$ cat src/rtl/alu_instr_sequencer.sv
// Hardwired control-step sequencer: fetches an instruction via PC/MAR/MDR/IR and steps
// the register-transfer datapath through register-format ALU, mul/div, nop and halt.
module alu_instr_sequencer #(
   parameter logic [4:0]  INC_CODE = 5'b11111,
   parameter int unsigned CNT_W    = 16
) (
   input  logic             clock,
   input  logic             clear,
   input  logic             run,
   input  logic             mem_ready,
   input  logic [31:0]      ir_in,
   output logic             PCout,
   output logic             MARin,
   output logic             IncPC,
   output logic             Zin,
   output logic             Read,
   output logic             MDRin,
   output logic             Zlowout,
   output logic             Zhighout,
   output logic             PCin,
   output logic             MDRout,
   output logic             IRin,
   output logic             Yin,
   output logic             HIin,
   output logic             LOin,
   output logic [15:0]      R_in,
   output logic [15:0]      R_out,
   output logic [4:0]       ALU_Control,
   output logic             busy,
   output logic             done,
   output logic             illegal,
   output logic [CNT_W-1:0] instr_count
);

   typedef enum logic [3:0] {
      S_IDLE, S_T0, S_T1, S_T2, S_T3, S_T4, S_T5, S_T6, S_HALT
   } state_t;

   localparam logic [4:0] OP_ADD  = 5'b00011;
   localparam logic [4:0] OP_ROL  = 5'b01011;
   localparam logic [4:0] OP_MUL  = 5'b01111;
   localparam logic [4:0] OP_DIV  = 5'b10000;
   localparam logic [4:0] OP_NOP  = 5'b11010;
   localparam logic [4:0] OP_HALT = 5'b11011;

   state_t           state_q, state_d;
   logic [CNT_W-1:0] instr_count_q, instr_count_d;
   logic             illegal_q, illegal_d;

   logic [4:0] opcode;
   logic [3:0] ra, rb, rc;
   logic       is_alu, is_muldiv, retire;
   logic       ir_unused;

   assign opcode    = ir_in[31:27];
   assign ra        = ir_in[26:23];
   assign rb        = ir_in[22:19];
   assign rc        = ir_in[18:15];
   assign ir_unused = ^ir_in[14:0];

   assign is_alu    = (opcode >= OP_ADD) && (opcode <= OP_ROL);
   assign is_muldiv = (opcode == OP_MUL) || (opcode == OP_DIV);

   always_ff @(posedge clock or negedge clear) begin
      if (!clear) begin
         state_q       <= S_IDLE;
         instr_count_q <= '0;
         illegal_q     <= 1'b0;
      end else begin
         state_q       <= state_d;
         instr_count_q <= instr_count_d;
         illegal_q     <= illegal_d;
      end
   end

   always_comb begin
      state_d       = state_q;
      instr_count_d = instr_count_q;
      illegal_d     = illegal_q;
      retire        = 1'b0;
      PCout         = 1'b0;
      MARin         = 1'b0;
      IncPC         = 1'b0;
      Zin           = 1'b0;
      Read          = 1'b0;
      MDRin         = 1'b0;
      Zlowout       = 1'b0;
      Zhighout      = 1'b0;
      PCin          = 1'b0;
      MDRout        = 1'b0;
      IRin          = 1'b0;
      Yin           = 1'b0;
      HIin          = 1'b0;
      LOin          = 1'b0;
      R_in          = '0;
      R_out         = '0;
      ALU_Control   = '0;

      case (state_q)
         S_IDLE: begin
            if (run) state_d = S_T0;
         end
         S_T0: begin
            PCout       = 1'b1;
            MARin       = 1'b1;
            IncPC       = 1'b1;
            Zin         = 1'b1;
            ALU_Control = INC_CODE;
            state_d     = S_T1;
         end
         // PC reload from an unchanged Z is harmless, so the wait loop keeps every strobe up.
         S_T1: begin
            Zlowout = 1'b1;
            PCin    = 1'b1;
            Read    = 1'b1;
            MDRin   = 1'b1;
            if (mem_ready) state_d = S_T2;
         end
         S_T2: begin
            MDRout  = 1'b1;
            IRin    = 1'b1;
            state_d = S_T3;
         end
         S_T3: begin
            if (is_alu) begin
               R_out[rb] = 1'b1;
               Yin       = 1'b1;
               state_d   = S_T4;
            end else if (is_muldiv) begin
               R_out[ra] = 1'b1;
               Yin       = 1'b1;
               state_d   = S_T4;
            end else if (opcode == OP_NOP) begin
               retire = 1'b1;
            end else if (opcode == OP_HALT) begin
               state_d = S_HALT;
            end else begin
               state_d   = S_HALT;
               illegal_d = 1'b1;
            end
         end
         S_T4: begin
            Zin         = 1'b1;
            ALU_Control = opcode;
            if (is_muldiv) R_out[rb] = 1'b1;
            else           R_out[rc] = 1'b1;
            state_d     = S_T5;
         end
         S_T5: begin
            Zlowout = 1'b1;
            if (is_muldiv) begin
               LOin    = 1'b1;
               state_d = S_T6;
            end else begin
               R_in[ra] = 1'b1;
               retire   = 1'b1;
            end
         end
         S_T6: begin
            Zhighout = 1'b1;
            HIin     = 1'b1;
            retire   = 1'b1;
         end
         S_HALT: begin
            state_d = S_HALT;
         end
         default: begin
            state_d = S_IDLE;
         end
      endcase

      // run is only consulted at retire, so dropping it mid-instruction never aborts.
      if (retire) begin
         instr_count_d = instr_count_q + {{(CNT_W-1){1'b0}}, 1'b1};
         state_d       = run ? S_T0 : S_IDLE;
      end
   end

   assign busy        = (state_q != S_IDLE) && (state_q != S_HALT);
   assign done        = (state_q == S_HALT);
   assign illegal     = illegal_q;
   assign instr_count = instr_count_q;

endmodule
$ cat config.mk
export PLATFORM = sky130hd
export DESIGN_NAME = alu_instr_sequencer
export DESIGN_NICKNAME = d
export VERILOG_FILES = /design/src/rtl/alu_instr_sequencer.sv
export SDC_FILE = /design/constraint.sdc
export NUM_CORES = 1
export LEC_CHECK = 0
export CAP_MARGIN = 20
export CORE_AREA = 5 5 102 66
export DETAILED_ROUTE_END_ITERATION = 6
export DIE_AREA = 0 0 107 71
export HOLD_SLACK_MARGIN = 0.08
export PLACE_DENSITY = 0.79
export SYNTH_ARGS = -nofsm -noshare
export SYNTH_HDL_FRONTEND = slang
export SYNTH_SLANG_ARGS = --single-unit
$ cat constraint.sdc
create_clock -name clock -period 2.06 [get_ports clock]
set_input_delay 0.309 -clock clock [delete_from_list [all_inputs] [get_ports clock]]
set_output_delay 0.309 -clock clock [all_outputs]
set_load 0.02 [all_outputs]
==> results of run 1 <==
==> where the power goes <==
| group | internal, W | leakage (nW) | switching [W] |
|---|---|---|---|
| registers | 0.000493 | 0.278 | 0.0000957 |
| logic | 0.000787 | 1.55 | 0.00103 |
| clock network | 0.000135 | 0.0255 | 0.000140 |
| total | 0.00141 | 1.85 | 0.00127 |
==> timing repair <==
item                                    in CTS  in global routing
pin swaps                                   15                  6
setup buffers                               12                  2
hold endpoints to repair                     0                  0
endpoints found under the setup margin      55                 47
hold buffers                                 0                  0
gates cloned                                 3                  0
resized for setup                          294                 68
==> routing by layer <==
layer	vias up	global-route usage (%)	wire, µm
li1	1348	-	-
met1	1426	33.6	4070
met2	175	38.9	4440
met3	27	6.02	981
met4	0	5.82	167
met5	-	0	0
==> flip-flops by register name, indices dropped and copies added (netlist names) <==
| signal | count |
|---|---|
| illegal | 1 |
| state_q | 4 |
| instr_count | 16 |
==> synthesized netlist by cell type (5+ instances only) <==
cell type,n,share of area [%]
a21oi_1,5,1.1
and3_1,5,1.4
buf_4,10,3.3
buf_6,7,3.4
dfrtp_1,21,23
inv_1,9,1.5
mux2i_1,32,14
nand2_1,11,1.8
nand2b_1,13,3.5
nand3_1,9,2.0
nand4_1,9,2.4
nor2_1,59,9.6
nor3_1,17,3.7
o22ai_1,17,4.6
xnor2_1,16,6.1
==> cell type report <==
type | instances | share of cell area [%]
clock buffer | 3 | 0.979
clock inverter | 1 | 0.119
tap | 72 | 2.14
timing repair buffer | 168 | 35.8
inverter | 9 | 0.801
sequential | 21 | 12.5
multi-input combinational | 240 | 47.7
==> through the flow <==
| step | setup TNS [ns] | setup WS [ns] | hold slack (ns) |
|---|---|---|---|
| 2_1_floorplan | -0.0383 | -0.0128 | 0.0134 |
| 3_3_place_gp | -30.53 | -0.799 | 0.463 |
| 3_5_place_dp | -32.95 | -0.887 | 0.469 |
| 4_1_cts | -1.85 | -0.154 | 0.408 |
| 5_1_grt | -5.10 | -0.260 | 0.431 |
| 6_report | -3.18 | -0.222 | 0.396 |
==> cell families (layout without fill, tap and decap cells) <==
logic type,count (synthesis),in the layout,share of synthesized area (%)
and+or+nand+nor,148,148,33.1
adders and majority gates,2,2,0.979
DFF,21,21,22.9
muxes,34,34,14.9
buffers and inverters,34,181,9.96
xor gates and xnor gates,16,16,6.09
AOI/OAI and AO/OA,38,40,12.1
==> worst paths after layout <==
kind	from	end	cells past startpoint
min in group clock	instr_count[15]	instr_count[15]	1
worst min register to register	instr_count[15]	instr_count[15]	1
worst max register to register	state_q[0]	instr_count[13]	6
worst min-delay path	clear	instr_count[5]	2
worst max-delay path	ir_in[21]	R_out[12]	6
max in group asynchronous	clear	instr_count[12]	2
==> impl_metrics.yaml, run 1 <==
outcome:
  status: "finished, violations left"
  violations: "setup timing"
final_layout:
  layout_commonest_cell: "buf_4"
  final_area_mm2: 0.00422
  post-route-util_pct: 72.9
  syn_to_final_growth_pct: 83.4
  layout_common_cells: "buf_4 (68), buf_6 (40), nor2_1 (39)"
  layout.cells.non_filler: 514
  multi_input_comb_area_mm2: 0.00201
  fill_cells: 394
  n_antenna_cell: 0
  register_area_um2: 526
  num-nets-final: 480
  drive_gt1_share_pct: 47.7
synth:
  synth_fp_nets: 330
  ys_seq_area_share_pct: 22.9
  synthFlopType: "dfrtp_1"
  ys_ff_latch: 21
  synth_cells: 293
  syn_area_per_cell_um2: 7.85
  synth.distinct_cells: 52
  synth_edf_count: 0
  syn_area_mm2: 0.00230
  synth_async_sr_flop_share_pct: 100
  ys_warn_count: 0
worst_setup_path:
  cp.required_ns: 1.75
  crit_chain: "clkdlybuf4s50_1 > nand2_1 > nor3_1 > mux2i_1 > o22ai_4 > buf_6"
  critPathBufInv: 2
  criticalPathCategory: "in -> out"
  cp.arrival_ns: 1.97
  slowest_stage: "clkdlybuf4s50_1"
  cpLargestDelayFamily: "buffers and inverters"
  start_kind: "primary input"
  slowest_delay_ns: 0.60
  r2r_slack_ns: 0.09
  end_kind: "primary output"
  critPathMaxFanout: 5
sta:
  period_needed_ns: 2.28
  hold_viol: 0
  fmax_mhz: 438
  worst_slew_pin_slew_ns: 0.478
  slew_violations: 0
  setup_slack_ns: -0.222
  finalSetupViolCount: 33
  relSlewSlack_pct: 67.9
  fin_worst_skew_ns: 0.0102
  grt_setup_unrepaired: "true"
  finalCritPeriodShare_pct: 111
floorplan:
  ios: 106
  initial_core_util_pct: 39.8
  fp.coreArea_mm2: 0.00578
  die_w_um: 107
  placementRows: 22
  die-area_mm2: 0.00760
  die_height_um: 71
global_route:
  antenna_found_initial: 0
  grt_use_total_pct: 24.5
  grt_max_degree: 22
  grt_pass1_vias: 2898
  grt_pass1_wl_um: 15000
  grt_overflow: 0
clocking:
  cts_tree: "done"
  cts.path.max_buffers: 2
  htreeDepth: 1
  cts_buffers: 3
  cts.clk_slew.worst_paths_ns: 0.08
  clock_latency_ns: 0.27
  clock-sinks: 21
  root_buffer: "clkbuf_8"
placed_design:
  routabilityCongestion: 0.958
  placed_cell_area_mm2: 0.00362
  dp_hpwl_um: 6450
  dp_cells: 493
  numPortBuffers: 90
routing:
  drt_iter0_drc: 320
  via_per_inst: 5.79
  ant_nets: 0
  dr.pass1.iters: 5
  routed-via-count: 2976
  drt_wl_total_um: 9650
  drc: 0
  wire_per_inst_um: 18.8
power:
  power.leakage_nw: 1.85
  total_power_w: 0.00268
  vdd_drop_max_mv: 0.445
  p_per_area_mw_per_mm2: 636
job:
  max_cap_viol_count: 0
min_path:
  hold_path_class: "in -> async"
Note: power is estimated with default switching activity, not from simulation.
==> run 2, diff against run 1 <==
--- a/config.mk
+++ b/config.mk
@@ -8,5 +8,5 @@
 export CAP_MARGIN = 20
-export CORE_AREA = 5 5 102 66
+export CORE_AREA = 2 2 99 63
 export DETAILED_ROUTE_END_ITERATION = 6
-export DIE_AREA = 0 0 107 71
+export DIE_AREA = 0 0 101 65
 export HOLD_SLACK_MARGIN = 0.08
==> constraint.sdc (replaced) <==
create_clock -name clock -period 2.06 [get_ports clock]
set_input_delay 0.206 -clock clock [delete_from_list [all_inputs] [get_ports clock]]
set_output_delay 0.206 -clock clock [all_outputs]
set_load 0.02 [all_outputs]
==> impl_metrics.yaml, run 2 (synthesized netlist as in run 1, its figures left out) <==
worst_setup_path:
  crit_chain: "buf_4 > or3_1 > clkdlybuf4s50_1"
  cp.depth: 3
  r2r_slack_ns: 0.14
  critPathMaxFanout: 5
  criticalPathCategory: "reg -> out"
  slowest_stage: "clkdlybuf4s50_1"
  r2r_cells: 6
  crit_path_end: "busy"
  end_kind: "primary output"
  cp-startpoint: "state_q[0]"
  slowest_delay_ns: 0.57
  reg2reg_to: "instr_count[12]"
  critPathBufInv: 2
  start_kind: "flop"
  cp.arrival_ns: 1.83
  r2r_start: "state_q[0]"
  cp.required_ns: 1.85
  cpLargestDelayFamily: "buffers and inverters"
final_layout:
  syn_to_final_growth_pct: 58.7
  fill_cells: 514
  layout_commonest_cell: "buf_4"
  layout_common_cells: "buf_4 (72), nor2_1 (53), clkdlybuf4s50_1 (33)"
  num-nets-final: 461
  drive_gt1_share_pct: 31.7
  n_antenna_cell: 0
  largest_reg_flops: 16
  final_area_mm2: 0.00365
placed_design:
  numPortBuffers: 90
  routabilityCongestion: 1.08
  dp_hpwl_um: 6180
  placed_cell_area_mm2: 0.00351
sta:
  slew_violations: 0
  fin_worst_skew_ns: 0.00395
  relSlewSlack_pct: 77.1
  finalCritPeriodShare_pct: 99.1
  grt_setup_unrepaired: "true"
  fmax_mhz: 490
  tns_ns: 0
  period_needed_ns: 2.04
  finalSetupViolCount: 0
  worst_slew_pin_slew_ns: 0.341
  hold_viol: 0
floorplan:
  fp.coreArea_mm2: 0.00578
  ios: 106
  die-area_mm2: 0.00657
  initial_core_util_pct: 39.8
  die_height_um: 65
  die_w_um: 101
  placementRows: 22
routing:
  drc: 0
  dr.pass1.iters: 5
  drt_iter0_drc: 361
  drt_wl_total_um: 8470
  ant_nets: 0
  via_per_inst: 5.71
  wire_per_inst_um: 17.1
  routed-via-count: 2826
clocking:
  cts_tree: "done"
  cts.path.max_buffers: 2
  cts_buffers: 3
  clock-sinks: 21
  cts.clk_slew.worst_paths_ns: 0.07
  ctsHoldBuffers: 0
  clock_latency_ns: 0.26
  htreeDepth: 1
  root_buffer: "clkbuf_8"
global_route:
  grt_pass1_wl_um: 13100
  antenna_found_initial: 0
  grt_use_total_pct: 25.3
  grt_overflow: 0
  grt_pass1_vias: 2678
  grt_max_degree: 22
power:
  p_comb_share_pct: 66.0
  intPower_w: 0.00141
  pwr-share-clk_pct: 10.5
  p_sw_w: 0.00113
  p_seq_share_pct: 23.4
  p_per_area_mw_per_mm2: 697
  vdd_drop_max_mv: 0.494
  power.leakage_nw: 1.82
  swShare_pct: 44.6
outcome:
  status: "finished, final reports clean"
job:
  max_cap_viol_count: 0
min_path:
  hold_path_class: "in -> async"
==> run 2: changes by cell type in the layout (fill, tap and decap cells not counted), sizes merged <==
cell / change
a21bo: -2
buf: -19
clkbuf: -10
clkdlybuf4s15: -4
clkdlybuf4s50: +2
clkinv: -1
dlygate4sd2: +11
dlymetal6s2s: +4
==> run 2: repair_timing <==
item | in CTS | in global routing
gates cloned | 2 | 0
buffers inserted | 3 | 2
pin swaps | 2 | 4
hold endpoints to repair | 0 | 0
resized for setup | 187 | 28
endpoints found under the setup margin | 52 | 37
==> run 2: through the flow <==
step	utilization (%)	total power [W]	instances	setup slack, ns	hold WS (ns)
after floorplan	-	0.00151	293	0.108	-0.0896
after global placement	60.8	0.00222	484	-0.580	0.462
after detailed placement	60.8	0.00225	484	-0.628	0.471
after CTS	61.9	0.00250	493	-0.0242	0.301
after global routing	63.1	0.00269	495	-0.0180	0.307
final	63.1	0.00254	495	0.0191	0.288
==> run 2: power by group through the flow <==
stage / Sequential [W] / Combinational, W / Clock, W
2_1_floorplan: 0.000626 / 0.000883 / 0
3_3_place_gp: 0.000584 / 0.00163 / 0
3_5_place_dp: 0.000591 / 0.00166 / 0
4_1_cts: 0.000587 / 0.00164 / 0.000272
5_1_grt: 0.000606 / 0.00179 / 0.000295
6_report: 0.000596 / 0.00168 / 0.000268
==> run 2: worst min-delay path by stage <==
stage | start | end | cells past startpoint | slack (ns)
after floorplan | clear | illegal | 0 | -0.09
after global placement | instr_count[15] | instr_count[15] | 1 | 0.46
after detailed placement | instr_count[15] | instr_count[15] | 1 | 0.47
after CTS | clear | instr_count[15] | 2 | 0.30
after global routing | clear | instr_count[15] | 2 | 0.31
final | clear | instr_count[15] | 2 | 0.29
==> run 2: cell type report <==
type / instances / area [µm²] / area share [%]
clock buffer: 4 / 45.0 / 1.23
inverter: 9 / 33.8 / 0.926
multi-input combinational: 238 / 1660 / 45.4
sequential: 21 / 527 / 14.4
tap: 72 / 90.1 / 2.47
timing repair buffer: 151 / 1290 / 35.5
==> run 2: metal layers <==
layer | routed length, µm | global-route usage, % | up-vias
met5 | 0 | 0 | -
met4 | 74 | 3.38 | 0
met3 | 928 | 6.15 | 16
met2 | 3720 | 38.2 | 167
met1 | 3740 | 37.5 | 1340
li1 | - | - | 1303
